===== src/rtl/lrelu_beats_reader.sv =====
// Purpose : read-side sequencer for the LeakyReLU config store; replays the write beat order
//           (D reg, BRAM_A beats, BRAM_B beats per (clr_i, mtb)) and streams the returned words.
// Latency : first read strobe 1 cycle after an accepted start; data leaves in the cycle memory returns it.
// Backpres: issue is credit-limited to 2 beats outstanding; output held stable until m_ready.
//
// Ports
//   clk, rst                  : clock, synchronous active-high reset
//   start, kw2                : walk request and (kw-1)/2, sampled in IDLE only
//   busy, err, done           : walk in progress, start-rejected pulse, walk-complete pulse
//   r_en, r_sel, clr_i, mtb,
//   r_addr                    : memory read strobe, memory select (1=D,2=A,3=B) and beat coordinates
//   rd_data                   : memory data, valid 1 cycle after r_en
//   m_data, m_valid, m_ready,
//   m_last                    : output beat stream
module lrelu_beats_reader #(
   parameter int MEMBERS     = 8,
   parameter int KW_MAX      = 3,
   parameter int KH_MAX      = 3,
   parameter int BITS_KW2    = 2,
   parameter int BITS_KH     = 2,
   parameter int DATA_WIDTH  = 32,
   parameter int BITS_CLR_I  = $clog2(KW_MAX/2+1),
   // No memory ever holds more than 2 beats for any legal kw2, so the 2-bit floor always applies.
   parameter int BITS_R_ADDR = 2
) (
   input  logic                   clk,
   input  logic                   rst,
   input  logic                   start,
   input  logic [BITS_KW2-1:0]    kw2,
   output logic                   busy,
   output logic                   err,
   output logic                   r_en,
   output logic [1:0]             r_sel,
   output logic [BITS_CLR_I-1:0]  clr_i,
   output logic [BITS_KH-1:0]     mtb,
   output logic [BITS_R_ADDR-1:0] r_addr,
   input  logic [DATA_WIDTH-1:0]  rd_data,
   output logic [DATA_WIDTH-1:0]  m_data,
   output logic                   m_valid,
   input  logic                   m_ready,
   output logic                   m_last,
   output logic                   done
);

   localparam int KW2_MAX = KW_MAX / 2;
   localparam int LUT_N   = 1 << BITS_CLR_I;
   // Highest BRAM_B row that can exist; 2*clr_i never exceeds it for a sane configuration.
   localparam int MTB_MAX = (KH_MAX - 1 < KW_MAX - 1) ? KH_MAX - 1 : KW_MAX - 1;

   typedef enum logic [2:0] {IDLE, S_REG_D, S_BRAM_A, S_BRAM_B, DRAIN} state_t;

   // ceil(2 / kw)
   function automatic int a_beats_f(input int k2);
      int kw;
      kw = 2 * k2 + 1;
      return (2 + kw - 1) / kw;
   endfunction

   // ceil(2*(MEMBERS/kw) / (MEMBERS/(2*clr+1))), never below one beat
   function automatic int b_beats_f(input int k2, input int c);
      int kw, num, den, res;
      kw  = 2 * k2 + 1;
      num = 2 * (MEMBERS / kw);
      den = MEMBERS / (2 * c + 1);
      if (den < 1) den = 1;
      res = (num + den - 1) / den;
      if (res < 1) res = 1;
      return res;
   endfunction

   // Last-address tables, fixed at elaboration and indexed by the latched kw2 (and clr_i).
   logic [BITS_R_ADDR-1:0] a_last_lut [LUT_N];
   logic [BITS_R_ADDR-1:0] b_last_lut [LUT_N][LUT_N];

   for (genvar gk = 0; gk < LUT_N; gk++) begin : g_lut_k
      assign a_last_lut[gk] = BITS_R_ADDR'(a_beats_f(gk) - 1);
      for (genvar gc = 0; gc < LUT_N; gc++) begin : g_lut_c
         assign b_last_lut[gk][gc] = BITS_R_ADDR'(b_beats_f(gk, gc) - 1);
      end
   end

   state_t                 state_q;
   logic [BITS_CLR_I-1:0]  kw2_q;
   logic [BITS_CLR_I-1:0]  clr_q;
   logic [BITS_KH-1:0]     mtb_q;
   logic [BITS_R_ADDR-1:0] addr_q;
   logic                   err_q;
   logic                   done_q;

   // Return path: one read in flight plus a 2-entry FIFO of {last, data}.
   logic                   inf_q;
   logic                   inf_last_q;
   logic [DATA_WIDTH:0]    fifo_q [2];
   logic                   wr_ptr_q;
   logic                   rd_ptr_q;
   logic [1:0]             cnt_q;
   logic [1:0]             cnt_d;

   logic                   issuing;
   logic                   credit_ok;
   logic [BITS_KH-1:0]     mtb_top;
   logic                   a_wrap;
   logic                   b_wrap;
   logic                   mtb_wrap;
   logic                   clr_wrap;
   logic                   final_beat;
   logic                   hs;
   logic                   push;
   logic                   pop;

   assign issuing   = (state_q == S_REG_D) || (state_q == S_BRAM_A) || (state_q == S_BRAM_B);
   // Everything issued but not yet accepted must fit in the FIFO.
   assign credit_ok = (2'(inf_q) + cnt_q) < 2'd2;
   assign r_en      = issuing && credit_ok;

   always_comb begin
      r_sel = 2'd0;
      if (r_en) begin
         case (state_q)
            S_REG_D:  r_sel = 2'd1;
            S_BRAM_A: r_sel = 2'd2;
            S_BRAM_B: r_sel = 2'd3;
            default:  r_sel = 2'd0;
         endcase
      end
   end

   always_comb begin
      mtb_top = BITS_KH'(2 * int'(clr_q));
      if (2 * int'(clr_q) > MTB_MAX) mtb_top = BITS_KH'(MTB_MAX);
   end

   assign a_wrap     = (addr_q == a_last_lut[kw2_q]);
   assign b_wrap     = (addr_q == b_last_lut[kw2_q][clr_q]);
   assign mtb_wrap   = (mtb_q == mtb_top);
   assign clr_wrap   = (clr_q == kw2_q);
   assign final_beat = (state_q == S_BRAM_B) && b_wrap && mtb_wrap && clr_wrap;

   // Head of FIFO has priority; with an empty FIFO the returning word is shown directly.
   assign m_valid = inf_q || (cnt_q != 2'd0);

   always_comb begin
      m_data = '0;
      m_last = 1'b0;
      if (cnt_q != 2'd0) begin
         {m_last, m_data} = fifo_q[rd_ptr_q];
      end else if (inf_q) begin
         {m_last, m_data} = {inf_last_q, rd_data};
      end
   end

   assign hs    = m_valid && m_ready;
   assign pop   = (cnt_q != 2'd0) && m_ready;
   // A returning word is parked unless it bypasses straight out to the consumer.
   assign push  = inf_q && ((cnt_q != 2'd0) || !m_ready);
   assign cnt_d = cnt_q + 2'(push) - 2'(pop);

   always_ff @(posedge clk) begin
      if (rst) begin
         state_q <= IDLE;
         kw2_q   <= '0;
         clr_q   <= '0;
         mtb_q   <= '0;
         addr_q  <= '0;
         err_q   <= 1'b0;
         done_q  <= 1'b0;
      end else begin
         err_q  <= 1'b0;
         done_q <= 1'b0;
         case (state_q)
            IDLE: begin
               if (start) begin
                  if (int'(kw2) > KW2_MAX) begin
                     err_q <= 1'b1;
                  end else begin
                     kw2_q   <= BITS_CLR_I'(kw2);
                     clr_q   <= '0;
                     mtb_q   <= '0;
                     addr_q  <= '0;
                     state_q <= S_REG_D;
                  end
               end
            end
            S_REG_D: begin
               if (r_en) state_q <= S_BRAM_A;
            end
            S_BRAM_A: begin
               if (r_en) begin
                  if (a_wrap) begin
                     addr_q  <= '0;
                     state_q <= S_BRAM_B;
                  end else begin
                     addr_q <= addr_q + BITS_R_ADDR'(1);
                  end
               end
            end
            S_BRAM_B: begin
               if (r_en) begin
                  if (b_wrap) begin
                     addr_q <= '0;
                     if (mtb_wrap) begin
                        mtb_q <= '0;
                        if (clr_wrap) state_q <= DRAIN;
                        else          clr_q   <= clr_q + BITS_CLR_I'(1);
                     end else begin
                        mtb_q <= mtb_q + BITS_KH'(1);
                     end
                  end else begin
                     addr_q <= addr_q + BITS_R_ADDR'(1);
                  end
               end
            end
            DRAIN: begin
               // The tagged beat is always the youngest, so its handshake empties the path.
               if (hs && m_last) begin
                  state_q <= IDLE;
                  done_q  <= 1'b1;
               end
            end
            default: state_q <= IDLE;
         endcase
      end
   end

   always_ff @(posedge clk) begin
      if (rst) begin
         inf_q      <= 1'b0;
         inf_last_q <= 1'b0;
         wr_ptr_q   <= 1'b0;
         rd_ptr_q   <= 1'b0;
         cnt_q      <= 2'd0;
         fifo_q[0]  <= '0;
         fifo_q[1]  <= '0;
      end else begin
         inf_q      <= r_en;
         inf_last_q <= r_en && final_beat;
         if (push) begin
            fifo_q[wr_ptr_q] <= {inf_last_q, rd_data};
            wr_ptr_q         <= ~wr_ptr_q;
         end
         if (pop) rd_ptr_q <= ~rd_ptr_q;
         cnt_q <= cnt_d;
      end
   end

   assign busy   = (state_q != IDLE);
   assign err    = err_q;
   assign done   = done_q;
   assign clr_i  = clr_q;
   assign mtb    = mtb_q;
   assign r_addr = addr_q;

endmodule


===== config.mk =====
export PLATFORM = sky130hd
export DESIGN_NAME = lrelu_beats_reader
export DESIGN_NICKNAME = d
export VERILOG_FILES = /design/src/rtl/lrelu_beats_reader.sv
export SDC_FILE = /design/constraint.sdc
export NUM_CORES = 1
export LEC_CHECK = 0
export ABC_AREA = 1
export CORE_ASPECT_RATIO = 0.7
export CORE_MARGIN = 2
export CORE_UTILIZATION = 40
export DETAILED_ROUTE_END_ITERATION = 8
export GPL_ROUTABILITY_DRIVEN = 1
export PLACE_DENSITY = 0.66
export SLEW_MARGIN = 20
export SYNTH_ARGS = -nofsm -noshare
export SYNTH_HDL_FRONTEND = slang
export SYNTH_SLANG_ARGS = --single-unit

===== constraint.sdc =====
create_clock -name clk -period 2.5 [get_ports clk]
set_input_delay 0.625 -clock clk [delete_from_list [all_inputs] [get_ports clk]]
set_output_delay 0.625 -clock clk [all_outputs]
set_load 0.01 [all_outputs]

# Word level (Yosys, flattened, before mapping)

Memory sizes are Yosys's and may differ from the RTL's. A register that Yosys moved wholly into a read port is not among the register bits.
Cells that the tools add are included.

Register bits after elaboration: 17
Memory bits (writable): 66
Output and inout port bits: 45
Logic and storage cells: 135
Memories kept: 1

Memory list:

| name   | depth | bits a word | rd ports | clocked after memory_dff | write ports | RTL line | source |
|---|---|---|---|---|---|---|---|
| fifo_q | 2     | 33          | 1        | 1                        | 2           | 93       | `logic [DATA_WIDTH:0] fifo_q [2];` |

Add/sub/neg operators: 6
$lt $le $gt $ge: 5
Equality and inequality tests: 19
Muxes and demuxes: 57
Bitwise logic cells: 8
Reduce and logical (&&, ||, !) cells: 27

Operators with widths:

| cell                                                 | count |
|---|---|
| 2-to-1 mux 32 bit                                    | 2 |
| 2-to-1 mux 3 bit                                     | 11 |
| 2-to-1 mux 33 bit                                    | 1 |
| OR reduction 33 bit                                  | 1 |
| 2-to-1 mux 2 bit                                     | 16 |
| != test 2 bit (second input constant)                | 11 |
| 2-to-1 mux 1 bit                                     | 20 |
| one-hot mux 3 bit (5 select lines)                   | 1 |
| one-hot mux 2 bit (3 select lines)                   | 2 |
| AND reduction 10 bit                                 | 1 |
| AND reduction 5 bit                                  | 2 |
| logical AND 1 bit                                    | 9 |
| 2-to-1 mux 4 bit                                     | 2 |
| AND reduction 7 bit                                  | 1 |
| equality test 2 bit                                  | 3 |
| equality test 3 x 2 -> 1 bit (second input constant) | 2 |
| NOT 1 bit                                            | 6 |
| nonzero test 3 bit                                   | 2 |
| adder 2 x 1 -> 2 bit (second input constant)         | 2 |
| >= comparator 2 bit (second input constant)          | 2 |
| logical OR 1 bit                                     | 4 |
| NOT 1 -> 2 bit                                       | 2 |
| one-hot mux 2 bit (2 select lines)                   | 1 |
| nonzero test 2 bit                                   | 2 |
| 16 further kinds                                     | 16 |

# Logic depth before layout (Yosys ltp)

Gate-level depths: netlist (run 1).

Depth in word-level cells: 12
Depth in mapped cells: 13
Depth with buffers taken out: 13

# Worst setup path before layout (run 1)

OpenSTA, ideal clock, no wires.

Kind: input -> register
Start: in m_ready
End: mem fifo_q[0][0] (netlist name) (enable)
Data arrival time: 1.925 ns
Required time: 2.109 ns
Setup slack: 0.184 ns
Stages: 6
Buffers on the path: 1
Cells stage by stage: a21oi_2 > inv_2 > nor2_1 > nand2_2 > buf_2 > nand2_1

RTL lines:

| what            | RTL line | source |
|---|---|---|
| start, declared | 40       | `input logic m_ready,` |
| end, declared   | 93       |  |

# Worst setup path after layout (run 1)

Start: reg cnt_q[0]
End: out m_last

Longest elaborated chain between the ends: 2

Ends and longest elaborated chain:

| what                   | RTL line | source |
|---|---|---|
| start, declared        | 96       | `logic [1:0] cnt_q;` |
| start signal, assigned | 242      | `cnt_q <= cnt_d;` |
| nonzero test 2 bit     | 145      | `if (cnt_q != 2'd0) begin` |
| 2-to-1 mux 1 bit       | 145      |  |
| end, declared          | 41       | `output logic m_last,` |

Every way passes these cells.

==> flow_summary_export.csv, run 1 <==
group,metric,value,unit
route,number_of_optimization_iterations_in_the_first_detailed_route_pass,5,
yosys,synth_async_sr_flop_share,0,%
yosys,synth_most_common_cell,"sky130_fd_sc_hd__nor2_1",
status,status,"completed",
clock_network,worst_skew_pair.late_latency,0.34,ns
floorplan,floorplan.die.width,124,µm
yosys,number_of_standard_cells_after_synthesis,454,
floorplan,chipHeight,87.8,µm
clock_network,cts_root_buf,"sky130_fd_sc_hd__clkbuf_16",
floorplan,initial_core_util,41.3,%
route,vias_per_cell,4.96,
route,routed-via-count,3494,
yosys,synth_ff_type,"sky130_fd_sc_hd__edfxtp_1",
yosys,post_synth_most_frequent_cells,"117 x sky130_fd_sc_hd__nor2_1, 66 x sky130_fd_sc_hd__edfxtp_1, 60 x sky130_fd_sc_hd__inv_1",
critical_path,timing.critical_path.to_type,"output port",
clock_network,cts_buffers,9,
floorplan,fp-row-count,30,
layout,nNetsFinal,613,
yosys,seq_area_frac_synth,58.4,%
placement,finalWeightedCongestion,0.868,
layout,post-route-util,57.5,%
sta,finalHoldWorstSlack,0.447,ns
sta,timing.clock.skew,0.00327,ns
sta,timing_hold_violations_final,0,
global_route,initial_antenna_violation_count,0,
global_route,largest_net_degree_at_the_start_of_global_routing,34,
floorplan,design.core.area,9720,µm²
sta,final.period_utilization,95.3,%
sta,slew_viol_final,0,
placement,port-buffer-count,82,
layout,antenna_cells_inserted,0,
sta,maxClockFrequency,420,MHz
sta,setup_repair_after_global_routing_missed_its_margin,"false",
layout,area_growth,39.3,%
global_route,groute.layer.met1.usage,25.6,%
clock_network,tritoncts,"yes",
yosys,syn_area_per_cell,8.84,µm²
route,detail-route-antenna-nets,0,
yosys,synth.yosys.warnings,0,
sta,setup_violations,0,
sta,slew_headroom,72.8,%
global_route,overflow,0,
global_route,grt_pass1_vias,3395,
yosys,synth_area,4010,µm²
route,drt_wl_total,9.90,mm
yosys,library_cell_with_the_largest_summed_area_after_synthesis,"sky130_fd_sc_hd__edfxtp_1",
critical_path,critical_path_peak_fanout,33,
yosys,number_of_flops_mapped_to_enable_cells_by_yosys,66,
job,cap_violations,0,
global_route,grt.met2_usage,32.6,%
yosys,ys_top_cells_by_area,"sky130_fd_sc_hd__edfxtp_1 49%, sky130_fd_sc_hd__nor2_1 11%, sky130_fd_sc_hd__dfxtp_1 9.0%",
yosys,total_nets_after_synthesis,496,
layout,drive_gt1_share,14.4,%
clock_network,cts_sinks,84,
route,detail_route.wl_per_cell,14.1,µm
global_route,busiest_layer,"met2",
clock_network,clk_pin_slew_worst_paths,0.06,ns
placement,dpl.hpwl,6.70,mm
route,drt_iter0_drc,199,
floorplan,io_pins,83,
global_route,wire_length_of_the_first_global_routing_pass,16.3,mm
route,drc,0,
clock_network,clockBufferDepth,2,
power_and_ir_drop,static_leakage_power,0.00254,µW
power_and_ir_drop,powerDensity,988,nW/µm²
yosys,yosysTopAreaCellShare,49.4,%
global_route,grt_util_met3,6.25,%
global_route,grt.total_usage,19.8,%
yosys,synth.ff_latch_count,84,
floorplan,design.die.area,10900,µm²
sta,fin_crit,2.38,ns
critical_path,timing_worst_setup_path_type,"reg2out",
critical_path,r2r_slack,0.71,ns
power_and_ir_drop,ir_drop_worst_case_vdd,0.449,mV
clock_network,htree_num_levels,3,
critical_path,critPathArrivalTime,1.76,ns
critical_path,timing.critical_path.required,1.88,ns
yosys,yosys.cell_types.count,25,
critical_path,crit_path_start_kind,"flip-flop",
sta,tightest_slew,0.408,ns
worst_hold_path,hp-class,"reg2reg",
[registers in the layout, indices dropped and copies added (netlist names), named ones only]
register and cells:
inf_q 1, r_addr 2, inf_last_q 1, clr_i 1, done 1, fifo_q 66, rd_ptr_q 1, state_q 3
kw2_q 1, err 1, cnt_q 2, wr_ptr_q 1, mtb 2
[critical path, stage by stage (launching register included)]
cell	delay, ns
sky130_fd_sc_hd__dfxtp_2	0.37
sky130_fd_sc_hd__inv_1	0.05
sky130_fd_sc_hd__nand2_1	0.10
sky130_fd_sc_hd__buf_12	0.18
sky130_fd_sc_hd__nand3_1	0.08
sky130_fd_sc_hd__nand2_1	0.09
sky130_fd_sc_hd__clkdlybuf4s50_1	0.54
[kinds of logic after synthesis]
| family | after synthesis | share of synthesized area, % |
|---|---|---|
| flip-flops | 84 | 58.4 |
| buffers and inverters | 86 | 8.23 |
| XOR/XNOR | 1 | 0.218 |
| AO/OA/AOI/OAI | 87 | 12.1 |
| adder cells (fa/ha/maj) | 4 | 1.25 |
| AND/OR/NAND/NOR | 192 | 19.9 |
[report_power, final]
group          switching (µW)  internal (µW)  total, µW
logic                    1320            981       2300
clock network             534            874       1410
registers                 108           1710       1820
[stage by stage]
step,worst slack (ns),total power [µW],instance area [µm²],instances,setup TNS (ns)
finish,0.118,5520,5590,704,0
global route,0.00432,5870,5590,704,0
CTS,0.00651,5580,5590,704,0
detailed placement,-0.0698,4330,5300,688,-0.262
global placement,-0.0534,4300,5300,688,-0.267
floorplan,0.184,3070,4010,454,0
[final timing paths]
kind                 start       end  cells after the start
setup reg to reg  cnt_q[1]  cnt_q[1]                     10
hold reg to reg   rd_ptr_q  rd_ptr_q                      1
hold / removal    rd_ptr_q  rd_ptr_q                      1
setup / recovery  cnt_q[0]    m_last                      6
[placed cells by master, fill, tap and decap left out, types with 2 or more instances in the layout]
master                            netlist  layout
sky130_fd_sc_hd__a211oi_1               2       2
sky130_fd_sc_hd__a21oi_1                9       9
sky130_fd_sc_hd__buf_12                 0       5
sky130_fd_sc_hd__buf_4                  0      38
sky130_fd_sc_hd__bufinv_16              0       2
sky130_fd_sc_hd__clkbuf_16              0       9
sky130_fd_sc_hd__clkdlybuf4s50_1        0      49
sky130_fd_sc_hd__clkinvlp_4             0       2
sky130_fd_sc_hd__dfxtp_1               18      15
sky130_fd_sc_hd__dfxtp_2                0       3
sky130_fd_sc_hd__dlygate4sd2_1          0      32
sky130_fd_sc_hd__edfxtp_1              66      66
sky130_fd_sc_hd__ha_1                   4       4
sky130_fd_sc_hd__inv_1                 60      60
sky130_fd_sc_hd__inv_2                  7       7
sky130_fd_sc_hd__nand2_1               44      44
sky130_fd_sc_hd__nand2_2                6       6
sky130_fd_sc_hd__nand3_1               10      10
sky130_fd_sc_hd__nand3_2                3       3
sky130_fd_sc_hd__nand4_1                2       2
sky130_fd_sc_hd__nor2_1               117     117
sky130_fd_sc_hd__nor2_2                 3       3
sky130_fd_sc_hd__nor3_1                 5       4
sky130_fd_sc_hd__o21ai_0               41      41
sky130_fd_sc_hd__o22ai_1               32      32
[layout make-up]
| cell class | count | area, µm² |
|---|---|---|
| flip-flops and latches | 84 | 2350 |
| inverters | 67 | 251 |
| well taps | 128 | 160 |
| fillers | 886 | 4130 |
| multi-input cells | 284 | 1350 |
| repair buffers | 125 | 1170 |
| clock inverters | 6 | 88.8 |
| clock buffers | 10 | 229 |
[routing by layer]
metal,vias to the layer above,wire length [µm],share of wire (%)
met5,-,0,0
met3,9,712,7.2
li1,1739,-,-
met4,0,91,0.92
met1,1633,4380,44
met2,113,4720,48
[repair_timing]
action                                  CTS  global route
pin swaps                                 0             0
hold buffers                              0             0
buffers inserted                          0             0
resized for setup                        36             1
endpoints found under the setup margin   33             1
(Power assumes the default switching activity.)
==> inputs of run 2 (changes only) <==
--- a/config.mk
+++ b/config.mk
@@ -7,7 +7,6 @@
 export LEC_CHECK = 0
 export ABC_AREA = 1
 export CORE_ASPECT_RATIO = 0.7
-export CORE_MARGIN = 2
 export CORE_UTILIZATION = 40
 export DETAILED_ROUTE_END_ITERATION = 8
 export GPL_ROUTABILITY_DRIVEN = 1
==> flow_summary_export.csv, run 2 (synthesis gave the netlist of run 1 again) <==
group,metric,value,unit
layout,reg.largest.list,"fifo_q x66, state_q x3",
global_route,wire_length_of_the_first_global_routing_pass,16.3,mm
critical_path,critical_path_peak_fanout,16,
floorplan,design.die.area,10400,µm²
power_and_ir_drop,share_clk_of_total_power,24.0,%
floorplan,chipHeight,85.8,µm
layout,most-common-layout-cells,"117 x sky130_fd_sc_hd__nor2_1, 66 x sky130_fd_sc_hd__edfxtp_1, 60 x sky130_fd_sc_hd__inv_1",
clock_network,cts_buffers,9,
route,drt_iter0_drc,182,
route,vias_per_cell,4.87,
layout,multiInputGateArea,1350,µm²
critical_path,critPathArrivalTime,1.75,ns
clock_network,tritoncts,"yes",
power_and_ir_drop,intPower,3530,µW
layout,drive_gt1_share,15.1,%
layout,largest_register_ff_count,66,
layout,layout_commonest_cell,"sky130_fd_sc_hd__nor2_1",
sta,fin_crit,2.37,ns
critical_path,timing.critical_path.required,1.88,ns
sta,slew_headroom,72.4,%
layout,max_flop_register,"fifo_q",
floorplan,initial_core_util,41.3,%
power_and_ir_drop,powerDensity,983,nW/µm²
route,drc,0,
power_and_ir_drop,power.share.sequential,32.9,%
power_and_ir_drop,ir_drop_worst_case_vdd,0.535,mV
placement,preCtsSetupSlack,-0.0718,ns
sta,tightest_slew,0.414,ns
power_and_ir_drop,p_comb_share,43.1,%
clock_network,cts_root_buf,"sky130_fd_sc_hd__clkbuf_16",
placement,port-buffer-count,82,
clock_network,cts_setup_buffers,0,
route,detail-route-antenna-nets,0,
critical_path,timing.critical_path.to_type,"output port",
placement,finalWeightedCongestion,0.872,
floorplan,io_pins,83,
clock_network,worst_skew_pair.late_latency,0.33,ns
power_and_ir_drop,static_leakage_power,0.00256,µW
route,detail_route.wl_per_cell,14.2,µm
layout,nNetsFinal,614,
power_and_ir_drop,p_sw_share,36.0,%
route,number_of_optimization_iterations_in_the_first_detailed_route_pass,4,
sta,final.period_utilization,94.9,%
sta,setup_repair_after_global_routing_missed_its_margin,"false",
route,routed-via-count,3433,
critical_path,r2r_slack,0.72,ns
layout,final.fill_count,901,
layout,area.sequential,2350,µm²
layout,area_growth,39.8,%
critical_path,crit_path_start_kind,"flip-flop",
global_route,initial_antenna_violation_count,0,
floorplan,fp-row-count,30,
worst_hold_path,hp-class,"reg2reg",
job,cap_violations,0,
placement,dpl.hpwl,6.46,mm
layout,antenna_cells_inserted,0,
critical_path,timing_worst_setup_path_type,"reg2out",
sta,timing_hold_violations_final,0,
global_route,grt_pass1_vias,3346,
sta,layout_setup_ws,0.128,ns
power_and_ir_drop,total_switching_power,1980,µW
sta,setup_violations,0,
global_route,grt.total_usage,20.4,%
clock_network,clk_pin_slew_worst_paths,0.06,ns
global_route,overflow,0,
floorplan,design.core.area,9720,µm²
clock_network,htree_num_levels,3,
status,status,"completed",
sta,maxClockFrequency,422,MHz
route,drt_wl_total,9.99,mm
clock_network,clockBufferDepth,2,
layout,post-route-util,57.7,%
clock_network,cts_sinks,84,
global_route,largest_net_degree_at_the_start_of_global_routing,35,
sta,finalHoldWorstSlack,0.454,ns
sta,timing.clock.skew,0.00492,ns
floorplan,floorplan.die.width,122,µm
sta,slew_viol_final,0,
run 2: cell types whose count changed in the layout (fill, tap and decap cells not counted), sizes merged:
cell and change:
bufinv -1, bufbuf +1, clkdlybuf4s50 -1, inv +1
dlygate4sd2 +1, clkbuf -1, clkinv +1
run 2: timing repair:
action | in CTS | in global routing
endpoints found under the setup margin | 33 | 1
resized for setup | 39 | 1
gates cloned | 1 | 0
hold buffers | 0 | 0
run 2: final cells by class:
class	count	share of cell area (%)
Inverter	67	4.48
Tap cell	128	2.85
Multi-Input combinational cell	284	24.1
Sequential cell	84	41.8
Clock inverter	7	1.36
Clock buffer	9	4.01
Timing Repair Buffer	126	21.4
run 2: per-stage QoR:
step / instance area, µm² / total power (µW) / TNS (ns) / cells
3_5_place_dp: 5300 / 4300 / -0.217 / 688
3_3_place_gp: 5300 / 4290 / -0.307 / 688
6_report: 5610 / 5510 / 0 / 705
2_1_floorplan: 4010 / 3070 / 0 / 454
5_1_grt: 5610 / 5860 / 0 / 705
4_1_cts: 5610 / 5550 / -0.00648 / 705
run 2: worst max-delay path, stage by stage, from the launching register on:
cell and delay (ns):
sky130_fd_sc_hd__dfxtp_2 0.36, sky130_fd_sc_hd__inv_1 0.06, sky130_fd_sc_hd__nand2_2 0.11, sky130_fd_sc_hd__bufbuf_16 0.30
sky130_fd_sc_hd__o21ai_0 0.09, sky130_fd_sc_hd__o22ai_1 0.18, sky130_fd_sc_hd__dlygate4sd2_1 0.31
run 2: power groups by stage:
stage / Sequential [µW] / Clock (µW) / Combinational [µW]
final: 1810 / 1320 / 2380
after global routing: 1840 / 1410 / 2610
after detailed placement: 1840 / 0 / 2460
after CTS: 1820 / 1350 / 2390
after global placement: 1830 / 0 / 2450
after floorplan: 1840 / 0 / 1240
run 2: worst paths after layout:
path / from / cells past startpoint / end
min reg2reg: rd_ptr_q / 1 / flip-flop
min: rd_ptr_q / 1 / flip-flop
max reg2reg: cnt_q[1] / 10 / cnt_q[1]
max: cnt_q[0] / 6 / m_data[19]
run 2: layer usage:
| metal | global-route usage [%] | vias to the layer above | wire length [µm] |
|---|---|---|---|
| li1 | - | 1738 | - |
| met1 | 27.3 | 1601 | 4770 |
| met2 | 32.6 | 80 | 4650 |
| met3 | 5.12 | 14 | 417 |
| met4 | 6.40 | 0 | 149 |
| met5 | 0 | - | 0 |
==> inputs of run 3 (changes only) <==
--- a/config.mk
+++ b/config.mk
@@ -7,10 +7,10 @@
 export LEC_CHECK = 0
 export ABC_AREA = 1
 export CORE_ASPECT_RATIO = 0.7
-export CORE_UTILIZATION = 40
+export CORE_UTILIZATION = 50
 export DETAILED_ROUTE_END_ITERATION = 8
 export GPL_ROUTABILITY_DRIVEN = 1
-export PLACE_DENSITY = 0.66
+export PLACE_DENSITY = 0.79
 export SLEW_MARGIN = 20
 export SYNTH_ARGS = -nofsm -noshare
 export SYNTH_HDL_FRONTEND = slang
==> flow_summary_export.csv, run 3 (synthesis gave the netlist of run 1 again) <==
group,metric,value,unit
route,routed-via-count,3697,
layout,layout_commonest_cell,"sky130_fd_sc_hd__nor2_1",
route,vias_per_cell,5.49,
clock_network,cts_repair_resize_count,34,
sta,timing_hold_violations_final,0,
route,detail_route.wl_per_cell,16.2,µm
sta,fin_tns_setup,0,ns
critical_path,timing.critical_path.required,1.88,ns
layout,most-common-layout-cells,"117 x sky130_fd_sc_hd__nor2_1, 66 x sky130_fd_sc_hd__edfxtp_1, 60 x sky130_fd_sc_hd__inv_1",
layout,antenna_cells_inserted,0,
layout,multiInputGateArea,1350,µm²
floorplan,design.die.area,8400,µm²
layout,max_flop_register,"fifo_q",
sta,maxClockFrequency,428,MHz
global_route,largest_net_degree_at_the_start_of_global_routing,34,
clock_network,htree_num_levels,3,
layout,nNetsFinal,614,
critical_path,path_cells,"inv_2 -> nand2_1 -> buf_6 -> o21ai_0 -> o22ai_1 -> dlygate4sd2_1",
clock_network,cts_sinks,84,
power_and_ir_drop,p_sw_share,35.1,%
power_and_ir_drop,powerDensity,1040,nW/µm²
global_route,grt.total_usage,27.5,%
sta,layout_setup_ws,0.163,ns
critical_path,worst_path_max_delay_cell,"sky130_fd_sc_hd__dfxtp_2",
layout,reg.largest.list,"fifo_q x66, state_q x3",
critical_path,critPathArrivalTime,1.71,ns
sta,setup_violations,0,
worst_hold_path,hp-class,"reg2reg",
power_and_ir_drop,p_comb_share,40.9,%
route,detail-route-antenna-nets,0,
layout,area.sequential,2350,µm²
clock_network,worst_skew_pair.late_latency,0.34,ns
clock_network,clockBufferDepth,2,
clock_network,tritoncts,"yes",
clock_network,cts_buffers,9,
sta,final.period_utilization,93.5,%
layout,largest_register_ff_count,66,
critical_path,r2r_slack,0.69,ns
critical_path,timing.critical_path.to_type,"output port",
global_route,initial_antenna_violation_count,0,
floorplan,initial_core_util,53.4,%
clock_network,cts_hold_buffers,0,
critical_path,crit_path_start_kind,"flip-flop",
power_and_ir_drop,power.share.sequential,31.5,%
placement,dpl.hpwl,6.92,mm
critical_path,cp_top_family,"buffers and inverters",
sta,fin_crit,2.34,ns
sta,setup_repair_after_global_routing_missed_its_margin,"false",
power_and_ir_drop,share_clk_of_total_power,27.6,%
route,number_of_optimization_iterations_in_the_first_detailed_route_pass,5,
layout,drive_gt1_share,14.9,%
floorplan,floorplan.die.width,109,µm
placement,preCtsSetupSlack,-0.0686,ns
sta,slew_headroom,73.9,%
critical_path,cp.buffers_inverters,3,
layout,area_growth,40.3,%
power_and_ir_drop,ir_drop_worst_case_vdd,0.562,mV
power_and_ir_drop,static_leakage_power,0.00266,µW
placement,port-buffer-count,82,
sta,tightest_slew,0.392,ns
power_and_ir_drop,intPower,3790,µW
critical_path,timing_worst_setup_path_type,"reg2out",
job,cap_violations,0,
route,drt_iter0_drc,285,
route,drt_wl_total,10.9,mm
route,drc,0,
global_route,overflow,0,
power_and_ir_drop,total_switching_power,2050,µW
sta,timing.clock.skew,0.00706,ns
floorplan,io_pins,83,
layout,final.fill_count,543,
placement,finalWeightedCongestion,0.854,
clock_network,cts_root_buf,"sky130_fd_sc_hd__clkbuf_16",
critical_path,critical_path_peak_fanout,11,
floorplan,chipHeight,77.0,µm
global_route,grt_pass1_vias,3609,
status,status,"completed",
clock_network,cts_setup_buffers,0,
floorplan,fp-row-count,26,
critical_path,critical-path-max-stage-delay,0.37,ns
global_route,wire_length_of_the_first_global_routing_pass,17.5,mm
sta,slew_viol_final,0,
power_and_ir_drop,overall_power_after_layout,5830,µW
clock_network,clk_pin_slew_worst_paths,0.06,ns
floorplan,design.core.area,7510,µm²
## run 3: changes by cell type in the layout (fill, tap and decap cells not counted), sizes merged, moves of 2 or more
| cell | before | now |
|---|---|---|
| bufinv | 1 | 4 |
| clkinvlp | 2 | 0 |
| dlymetal6s2s | 1 | 8 |
| dlygate4sd2 | 33 | 26 |
## run 3: through the flow
stage	std cells	hold WS (ns)	cell area [µm²]	utilization, %
after floorplan	454	0.426	4010	-
after global placement	659	0.435	5250	69.8
after CTS	674	0.461	5590	74.4
after global routing	674	0.493	5630	74.9
final	674	0.466	5630	74.9
after detailed placement	659	0.449	5250	69.8
## run 3: power groups by stage
stage / Clock, µW / Sequential (µW) / Combinational [µW]
final: 1610 / 1840 / 2390
after global routing: 1680 / 1860 / 2600
after CTS: 1620 / 1830 / 2340
after detailed placement: 0 / 1850 / 2430
after global placement: 0 / 1840 / 2390
after floorplan: 0 / 1840 / 1240
## run 3: worst paths after layout
kind	end	cells after the start	from
min	rd_ptr_q	1	rd_ptr_q
min reg2reg	rd_ptr_q	1	rd_ptr_q
max	m_data[22]	6	cnt_q[1]
max reg2reg	cnt_q[1]	10	cnt_q[1]
## run 3: cell type report
class | instances | share of cell area (%)
inverter | 67 | 4.51
clock buffer | 9 | 4.00
multi-input combinational | 284 | 23.9
sequential | 84 | 41.7
clock inverter | 6 | 2.44
timing repair buffer | 126 | 21.2
tap | 98 | 2.18
## run 3: routing by layer
layer	global-route usage [%]	wire (µm)	vias to the layer above
li1	-	-	1742
met1	37.3	4660	1724
met2	42.8	5170	210
met3	6.72	920	21
met4	10.0	189	0
met5	0	0	-
